<file path="src/rtl/e1ofn_pkg.sv">
// Shared types and 1-of-N digit helpers for the clocked e1ofN merge.
// Digit helpers take a zero-extended rail vector plus the rail/digit counts.
package e1ofn_pkg;

  localparam int TAG_RAILS  = 2;
  localparam int MAX_BITS   = 64;
  localparam int MAX_DIGITS = 16;

  typedef enum logic [1:0] {RX_EMPTY, RX_FULL, RX_NEUTRAL} rx_state_t;
  typedef enum logic [1:0] {TX_IDLE, TX_DRIVE, TX_RTZ} tx_state_t;

  function automatic logic [MAX_BITS-1:0] rail_mask(input int n);
    return ~({MAX_BITS{1'b1}} << n);
  endfunction

  function automatic int digit_ones(input logic [MAX_BITS-1:0] d, input int n, input int k);
    return $countones((d >> (k * n)) & rail_mask(n));
  endfunction

  function automatic logic is_valid(input logic [MAX_BITS-1:0] d, input int n, input int m);
    logic ok;
    ok = 1'b1;
    for (int k = 0; k < MAX_DIGITS; k++)
      if (k < m && digit_ones(d, n, k) != 1) ok = 1'b0;
    return ok;
  endfunction

  function automatic logic multi_hot(input logic [MAX_BITS-1:0] d, input int n, input int m);
    logic bad;
    bad = 1'b0;
    for (int k = 0; k < MAX_DIGITS; k++)
      if (k < m && digit_ones(d, n, k) > 1) bad = 1'b1;
    return bad;
  endfunction

  function automatic logic is_neutral(input logic [MAX_BITS-1:0] d, input int n, input int m);
    return (d & rail_mask(n * m)) == '0;
  endfunction

endpackage

</file>
<file path="src/rtl/e1ofn_sync_rx.sv">
// One merge input: synchroniser chain on the rails, capture FSM and token hold register.
// The enable is registered so it only moves on a clock edge.
module e1ofn_sync_rx
  import e1ofn_pkg::*;
#(
  parameter int N    = 2,
  parameter int M    = 1,
  parameter int SYNC = 2
) (
  input  logic           clk,
  input  logic           rst_n,
  input  logic [N*M-1:0] rails,
  input  logic           grant,
  output logic           e,
  output logic           full,
  output logic [N*M-1:0] hold
);

  localparam int W = N * M;

  logic [SYNC-1:0][W-1:0] sync_q;
  logic [W-1:0]           synced;
  logic [MAX_BITS-1:0]    synced_ext;
  rx_state_t              state_q, state_d;
  logic                   capture, err_set, err_q;

  always_ff @(posedge clk or negedge rst_n) begin
    if (!rst_n) sync_q <= '0;
    else        sync_q <= {sync_q[SYNC-2:0], rails};
  end

  assign synced = sync_q[SYNC-1];

  // A multi-hot digit is never captured; the channel waits for a clean token.
  always_comb begin
    synced_ext         = '0;
    synced_ext[W-1:0]  = synced;
    state_d            = state_q;
    capture            = 1'b0;
    err_set            = 1'b0;
    case (state_q)
      RX_EMPTY: begin
        if (multi_hot(synced_ext, N, M)) begin
          err_set = 1'b1;
        end else if (is_valid(synced_ext, N, M)) begin
          capture = 1'b1;
          state_d = RX_FULL;
        end
      end
      RX_FULL:    if (grant) state_d = RX_NEUTRAL;
      RX_NEUTRAL: if (is_neutral(synced_ext, N, M)) state_d = RX_EMPTY;
      default:    state_d = RX_EMPTY;
    endcase
  end

  always_ff @(posedge clk or negedge rst_n) begin
    if (!rst_n) begin
      state_q <= RX_EMPTY;
      e       <= 1'b1;
      hold    <= '0;
      err_q   <= 1'b0;
    end else begin
      state_q <= state_d;
      e       <= (state_d == RX_EMPTY);
      if (capture) hold  <= synced;
      if (err_set) err_q <= 1'b1;
    end
  end

  assign full = (state_q == RX_FULL);

  cover property (@(posedge clk) err_q);

endmodule

</file>
<file path="src/rtl/special_merge_sync.sv">
// Clocked 2:1 e1ofN merge: two synchronised input channels, round-robin arbiter and
// a registered output token with an optional 1-of-N source-tag digit on top.
module special_merge_sync
  import e1ofn_pkg::*;
#(
  parameter int N    = 2,
  parameter int M    = 1,
  parameter int TAG  = 1,
  parameter int SYNC = 2
) (
  input  logic                 CLK,
  input  logic                 _RESET,
  input  logic [N*M-1:0]       In0_d,
  output logic                 In0_e,
  input  logic [N*M-1:0]       In1_d,
  output logic                 In1_e,
  output logic [N*(M+TAG)-1:0] Out_d,
  input  logic                 Out_e
);

  localparam int W_IN  = N * M;
  localparam int W_OUT = N * (M + TAG);

  logic              full0, full1, grant0, grant1;
  logic [W_IN-1:0]   hold0, hold1, pick_hold;
  logic [SYNC-1:0]   oe_sync_q;
  logic              out_e_s, pick, rr_q, rr_d;
  logic [N-1:0]      tag_digit;
  logic [W_OUT-1:0]  token, out_q, out_d;
  tx_state_t         tx_q, tx_d;

  e1ofn_sync_rx #(.N(N), .M(M), .SYNC(SYNC)) u_rx0 (
    .clk(CLK), .rst_n(_RESET), .rails(In0_d), .grant(grant0),
    .e(In0_e), .full(full0), .hold(hold0)
  );

  e1ofn_sync_rx #(.N(N), .M(M), .SYNC(SYNC)) u_rx1 (
    .clk(CLK), .rst_n(_RESET), .rails(In1_d), .grant(grant1),
    .e(In1_e), .full(full1), .hold(hold1)
  );

  always_ff @(posedge CLK or negedge _RESET) begin
    if (!_RESET) oe_sync_q <= '0;
    else         oe_sync_q <= {oe_sync_q[SYNC-2:0], Out_e};
  end

  assign out_e_s = oe_sync_q[SYNC-1];

  // The pointer only moves on a contested grant, so a lone requester never steals priority.
  always_comb begin
    tx_d      = tx_q;
    out_d     = out_q;
    rr_d      = rr_q;
    grant0    = 1'b0;
    grant1    = 1'b0;
    pick      = (full0 && full1) ? rr_q : full1;
    pick_hold = pick ? hold1 : hold0;
    tag_digit = pick ? N'(2) : N'(1);
    token     = '0;
    token[W_IN-1:0] = pick_hold;
    if (TAG != 0) token[W_OUT-1 -: N] = tag_digit;
    case (tx_q)
      TX_IDLE: begin
        if (out_e_s && (full0 || full1)) begin
          grant0 = !pick;
          grant1 = pick;
          out_d  = token;
          if (full0 && full1) rr_d = !pick;
          tx_d   = TX_DRIVE;
        end
      end
      TX_DRIVE: begin
        if (!out_e_s) begin
          out_d = '0;
          tx_d  = TX_RTZ;
        end
      end
      TX_RTZ:  if (out_e_s) tx_d = TX_IDLE;
      default: begin
        out_d = '0;
        tx_d  = TX_IDLE;
      end
    endcase
  end

  always_ff @(posedge CLK or negedge _RESET) begin
    if (!_RESET) begin
      tx_q  <= TX_IDLE;
      out_q <= '0;
      rr_q  <= 1'b0;
    end else begin
      tx_q  <= tx_d;
      out_q <= out_d;
      rr_q  <= rr_d;
    end
  end

  assign Out_d = out_q;

endmodule

</file>
<file path="config.mk">
export PLATFORM = sky130hd
export DESIGN_NAME = special_merge_sync
export DESIGN_NICKNAME = d
export VERILOG_FILES = /design/src/rtl/e1ofn_pkg.sv /design/src/rtl/e1ofn_sync_rx.sv /design/src/rtl/special_merge_sync.sv
export SDC_FILE = /design/constraint.sdc
export NUM_CORES = 1
export LEC_CHECK = 0
export BUFFER_PORTS_ARGS = -buffer_cell sky130_fd_sc_hd__buf_2
export CAP_MARGIN = 5
export CORE_MARGIN = 2
export CORE_UTILIZATION = 51
export DETAILED_ROUTE_END_ITERATION = 6
export PLACE_DENSITY_LB_ADDON = 0.05
export SLEW_MARGIN = 30
export SYNTH_ARGS = -nofsm -noshare
export SYNTH_HDL_FRONTEND = slang
export SYNTH_SLANG_ARGS = --single-unit
</file>
<file path="constraint.sdc">
create_clock -name CLK -period 2 [get_ports CLK]
set_input_delay 0.4 -clock CLK [delete_from_list [all_inputs] [get_ports CLK]]
set_output_delay 0.4 -clock CLK [all_outputs]
set_load 0.03 [all_outputs]
</file>
==> results of run 1 <==
## placed cells by master (no fill, tap or decap), types with 3 or more instances in the layout
master,instances
o21ai_0,4
buf_2,12
a21oi_1,3
clkbuf_4,3
mux2_2,4
dfrtp_1,25
nor2_1,8
nand2_1,6
inv_1,7
## worst max-delay path by stage
stage / end / cells past startpoint
2_1_floorplan: Out_d[0] / 4
3_3_place_gp: u_rx1.hold[0] / 4
3_5_place_dp: Out_d[1] / 4
4_1_cts: Out_d[1] / 4
5_1_grt: u_rx1.hold[1] / 4
6_report: Out_d[1] / 4
## flip-flops by register name, indices dropped and copies added, names as in the netlist
name / count
u_rx0.synced: 2
u_rx0.hold: 2
u_rx1.e: 1
u_rx1.state_q: 2
u_rx0.state_q: 2
tx_q: 2
u_rx0.sync_q: 2
oe_sync_q: 2
Out_d: 4
u_rx1.sync_q: 2
rr_q: 1
u_rx1.synced: 2
u_rx1.hold: 2
u_rx0.e: 1
## metal layers
layer,share of wire,routed length [um]
met1,0.50,787
met2,0.43,680
met3,0.047,74
met4,0.016,25
met5,0,0
## cell families after synthesis
group | synth area share
simple gates | 0.1357
fa+ha+maj | 0.02320
mux | 0.08817
compound gates | 0.08353
xor+xnor | 0.01624
flops | 0.6288
buf+inv | 0.02437
## cell type report
cell class,count,area (sq um),area share
tap,27,33.78,0.02801
sequential,27,678.2,0.5622
timing repair buffer,13,67.56,0.05602
clock buffer,4,26.28,0.02178
multi-input combinational,51,374.1,0.3102
inverter,7,26.28,0.02178
## critical path: cells and delay by family, from the launching register on
family | cells | cell delay, ns
AND/OR/NAND/NOR | 3 | 0.66
flip-flops | 1 | 0.46
multiplexers | 1 | 0.30
## power breakdown
part | internal, mW | total, mW | leakage, nW | switching, mW
Sequential | 0.718 | 0.861 | 0.323 | 0.143
Clock | 0.0781 | 0.226 | 0.0150 | 0.147
Combinational | 0.345 | 0.717 | 0.237 | 0.372
==> flow_metrics.py, run 1 <==
metrics = {
    "run_status": {
        "outcome": "finished clean",
    },
    "layout": {
        "drive_above_1_share": 0.2843,
        "final_cell_area_sq_um": 1206,
        "post_layout_nonfiller_instances": 129,
        "n_antenna_cell": 0,
        "fillCellCount": 162,
        "areaGrowthSynthToFinish_pct": 11.83,
        "nNetsFinal": 112,
        "final_util": 0.6086,
    },
    "placed_design": {
        "io_buffers": 12,
        "pre_cts_slack_ns": 0.4798,
        "place_inst": 125,
        "place_area_sq_um": 1180,
        "dpl.hpwl_mm": 1.166,
        "finalWeightedCongestion": 0.7395,
    },
    "global_routing": {
        "met2_usage": 0.2434,
        "grt.total_usage": 0.1594,
        "grt_pass1_wl_mm": 2.946,
        "overflow": 0,
        "grtUsageMet3": 0.03939,
        "grt_pass1_vias": 680,
        "busiest_layer": "met2",
        "grt_start_max_net_pins": 28,
        "use_met1": 0.2089,
        "antenna_found_initial": 0,
    },
    "sta": {
        "fmax_mhz": 658.5,
        "hold_viol_final": 0,
        "fin_crit_ns": 1.519,
        "finalClockSkew_ns": 0.005193,
        "timing.hold.ws_ns": 0.05251,
        "post-route-period-util": 0.7593,
        "relSlewSlack": 0.6233,
        "slew_violations": 0,
        "rsz0062_at_grt": "no",
        "tightest_slew_ns": 0.5650,
        "fin_ws_ns": 0.4814,
        "setup_viol": 0,
        "finalSetupTns_ns": 0,
    },
    "setup_path": {
        "required_ns": 2.22,
        "rr_endpoint": "Out_d[1]",
        "r2r_cells": 4,
        "max_stage_delay_ns": 0.46,
        "cp.arrival_ns": 1.74,
        "r2r-start": "u_rx0.state_q[1]",
        "startpoint_type": "flip-flop",
        "path_max_fanout": 6,
        "crit_chain": "nand2b_4 -> or3_1 -> nand3_2 -> mux2_4",
        "cp-end-kind": "flip-flop",
        "setup.worst_path.start": "u_rx0.state_q[1]",
        "cp_slowest_cell": "dfrtp_1",
        "path_class": "flip-flop to flip-flop",
        "r2r_slack_ns": 0.48,
    },
    "floorplan": {
        "design.core.area_sq_um": 1982,
        "chipHeight_um": 49.99,
        "io_pins": 13,
        "rows": 16,
        "die_w_um": 49.99,
        "die_area_sq_um": 2499,
        "start_util": 0.5442,
    },
    "power": {
        "vdd_drop_max_mv": 0.7739,
        "p_total_mw": 1.803,
        "leakagePower_nw": 0.5744,
        "powerDensity_nw_per_um2": 1495,
    },
    "synthesis": {
        "synth_warnings": 0,
        "ys.flop_type": "dfrtp_1",
        "mappedNetlistArea_sq_um": 1079,
        "yosysTopAreaCell": "dfrtp_1",
        "syn_area_per_cell_sq_um": 12.69,
        "yosys-top-cells-area": "dfrtp_1, dfstp_2, mux2_2",
        "synthDistinctLibCells": 28,
        "yosys-top-cells-count": "dfrtp_1, nor2_1, inv_1",
        "async_flop_share": 1.000,
        "yosysTopAreaCellShare": 0.5800,
        "yosysSeqAreaShare": 0.6288,
        "netlist_instances": 85,
        "synth.most_common_cell": "dfrtp_1",
        "syn_nets": 94,
        "synth_edf_count": 0,
        "synth_seq_cells": 27,
    },
    "detailed_routing": {
        "wl_per_cell_um": 12.16,
        "vias_per_cell": 5.101,
        "drt_iter0_drc": 12,
        "ant_nets": 0,
        "vias": 658,
        "dr.pass1.iters": 4,
        "routed_wl_mm": 1.568,
        "drc": 0,
    },
    "job": {
        "cap_viol_max_count": 0,
    },
    "hold_path": {
        "hold_path.class": "primary input to asynchronous set/reset pin",
    },
    "clocking": {
        "cts.clk_slew.worst_paths_ns": 0.13,
        "numCtsBuffers": 3,
        "cts_htree_levels": 1,
        "clock_latency_ns": 0.32,
        "cts_root_buf": "clkbuf_4",
        "cts_resized": 0,
        "cts-hold-fix-buffers": 0,
        "cts.sinks": 27,
        "cts_tree": "done",
        "clock_path_buffers": 2,
        "postCtsSetupBuffers": 0,
    },
}
Power figures use the tool's default switching activity.
==> run 2, diff against run 1 <==
- ABC_AREA: unset -> 1
- clock period: 2 -> 1.44 ns (I/O delays scaled with it)
==> run 2 against run 1 <==
  * Clock skew rose by 0.0012 ns
  * Critical path depth fell by 3
  * Final area fell by 0.21%
  * Power rose by 30%
  * First-iteration DRC count fell by 25%
  * Flip-flop and latch count did not move
  * Register-to-register slack got worse by 0.17 ns
  * Non-clock buffer count did not move
==> flow_metrics.py, run 2 <==
metrics = {
    "sta": {
        "setup_viol": 0,
        "post-route-period-util": 0.9161,
        "fin_crit_ns": 1.319,
        "finalSetupTns_ns": 0,
        "hold_viol_final": 0,
        "relSlewSlack": 0.6169,
        "tightest_slew_ns": 0.5747,
        "slew_violations": 0,
        "finalClockSkew_ns": 0.006435,
        "rsz0062_at_grt": "no",
        "fmax_mhz": 758.0,
    },
    "layout": {
        "n_antenna_cell": 0,
        "areaGrowthSynthToFinish_pct": 12.25,
        "regArea_sq_um": 678.2,
        "layout_commonest_cell": "dfrtp_1",
        "largest_reg_flops": 4,
        "nNetsFinal": 127,
        "drive_above_1_share": 0.3333,
        "final_cell_mix": "dfrtp_1, nand2_1, buf_2",
        "multi_input_area_sq_um": 341.6,
        "final_cell_area_sq_um": 1204,
        "fillCellCount": 173,
    },
    "setup_path": {
        "cp.arrival_ns": 1.03,
        "path_class": "flip-flop to output port",
        "cp_slowest_cell": "dfstp_2",
        "crit_chain": "buf_2",
        "cp-end-kind": "output port",
        "crit_buf_inv": 1,
        "critPathTopFamily": "flip-flops",
        "path_max_fanout": 1,
        "max_stage_delay_ns": 0.53,
        "required_ns": 1.15,
        "startpoint_type": "flip-flop",
    },
    "clocking": {
        "cts.sinks": 27,
        "numCtsBuffers": 3,
        "clock_path_buffers": 2,
        "cts_tree": "done",
        "cts_htree_levels": 1,
        "cts.clk_slew.worst_paths_ns": 0.14,
        "cts_root_buf": "clkbuf_4",
        "clock_latency_ns": 0.31,
    },
    "synthesis": {
        "yosysTopAreaCellShare": 0.5834,
        "synth_seq_cells": 27,
        "yosys-top-cells-area": "dfrtp_1, nand2_1, dfstp_2",
        "syn_area_per_cell_sq_um": 10.72,
        "ys.flop_type": "dfrtp_1",
        "synthDistinctLibCells": 20,
        "synth.most_common_cell": "dfrtp_1",
        "mappedNetlistArea_sq_um": 1072,
        "yosysTopAreaCell": "dfrtp_1",
        "netlist_instances": 100,
        "syn_nets": 109,
        "yosysSeqAreaShare": 0.6324,
        "synth_edf_count": 0,
        "synth_warnings": 0,
        "async_flop_share": 1.000,
        "yosys-top-cells-count": "dfrtp_1, nand2_1, inv_1, nand3_1",
    },
    "hold_path": {
        "hold_path.class": "primary input to flip-flop",
    },
    "placed_design": {
        "finalWeightedCongestion": 0.8193,
        "io_buffers": 12,
        "place_area_sq_um": 1166,
        "dpl.hpwl_mm": 1.116,
    },
    "detailed_routing": {
        "drt_iter0_drc": 9,
        "drc": 0,
        "routed_wl_mm": 1.501,
        "ant_nets": 0,
        "wl_per_cell_um": 10.42,
        "vias": 690,
        "dr.pass1.iters": 4,
        "vias_per_cell": 4.792,
    },
    "power": {
        "p_total_mw": 2.348,
        "vdd_drop_max_mv": 1.036,
        "leakagePower_nw": 0.6314,
        "powerDensity_nw_per_um2": 1950,
    },
    "global_routing": {
        "overflow": 0,
        "grt.total_usage": 0.1535,
        "grt_start_max_net_pins": 28,
        "grt_pass1_wl_mm": 2.829,
        "grt_pass1_vias": 656,
        "antenna_found_initial": 0,
    },
    "floorplan": {
        "die_area_sq_um": 2486,
        "chipHeight_um": 49.86,
        "io_pins": 13,
        "die_w_um": 49.86,
        "design.core.area_sq_um": 1982,
        "rows": 16,
        "start_util": 0.5410,
    },
    "run_status": {
        "outcome": "finished clean",
    },
    "job": {
        "cap_viol_max_count": 0,
    },
}
-- run 2: cell types whose count changed in the layout (fill, tap and decap cells not counted), sizes merged, moves of 3 or more --
cell,delta
a21oi,-3
o21ai,+3
nand2,+22
nand3,+9
nand2b,-3
inv,+7
nor2,-3
nand4,+3
mux2,-6
-- run 2: layer usage --
metal,track usage,up-vias,share of wire
li1,-,351,-
met1,0.1988,323,0.49
met2,0.2378,14,0.46
met3,0.03636,2,0.038
met4,0.08333,0,0.0093
met5,0,-,0
-- run 2: cells by family after synthesis --
| family | after synthesis | synth area share |
|---|---|---|
| xor+xnor | 1 | 0.008170 |
| flops | 27 | 0.6324 |
| simple gates | 49 | 0.2509 |
| buf+inv | 14 | 0.04901 |
| fa+ha+maj | 2 | 0.02333 |
| compound gates | 7 | 0.03617 |
-- run 2: final cells by class --
| cell class | instances | area share |
|---|---|---|
| Sequential cell | 27 | 0.5634 |
| Inverter | 14 | 0.04366 |
| Clock inverter | 1 | 0.004158 |
| Timing Repair Buffer | 13 | 0.05821 |
| Clock buffer | 3 | 0.01871 |
| Tap cell | 27 | 0.02807 |
| Multi-Input combinational cell | 59 | 0.2838 |
-- run 2: path summary, 6_finish.rpt --
path / from / end / slack [ns] / depth (start not counted)
worst max-delay path: u_rx1.e / In1_e / 0.12 / 1
worst min-delay path: In1_d[1] / u_rx1.sync_q[1] / 0.07 / 1
worst max register to register: u_rx0.synced[1] / u_rx0.hold[1] / 0.31 / 5
worst min register to register: u_rx0.sync_q[0] / u_rx0.synced[0] / 0.36 / 0
max in group asynchronous: _RESET / u_rx0.e / 0.58 / 2
min in group asynchronous: _RESET / Out_d[3] / 0.48 / 2
-- run 2: per-stage QoR --
step | std cells | worst slack (ns) | utilization | hold slack, ns
finish | 144 | 0.1208 | 0.6073 | 0.06621
floorplan | 100 | 0.4189 | - | -0.007591
CTS | 144 | 0.1045 | 0.6073 | 0.05163
global placement | 139 | 0.3365 | 0.5884 | 0.3126
global route | 144 | 0.05944 | 0.6073 | 0.03451
detailed placement | 139 | 0.3234 | 0.5884 | 0.3240
-- run 2: timing repair --
action | in CTS | in global routing
resized for setup | 0 | 0
setup buffers | 0 | 0
hold buffers | 1 | 0
hold endpoints to repair | 25 | 0
-- run 2: worst register-to-register path: cells and delay by family, from the launching register on --
family          cells  cell delay, ns
flops               1            0.35
simple gates        2            0.29
fa+ha+maj           1            0.27
compound gates      1            0.08
buf+inv             1            0.05
-- run 2: where the power goes --
group | internal [mW] | switching [mW]
registers | 0.991 | 0.132
clock network | 0.104 | 0.204
logic | 0.300 | 0.617
total | 1.39 | 0.953
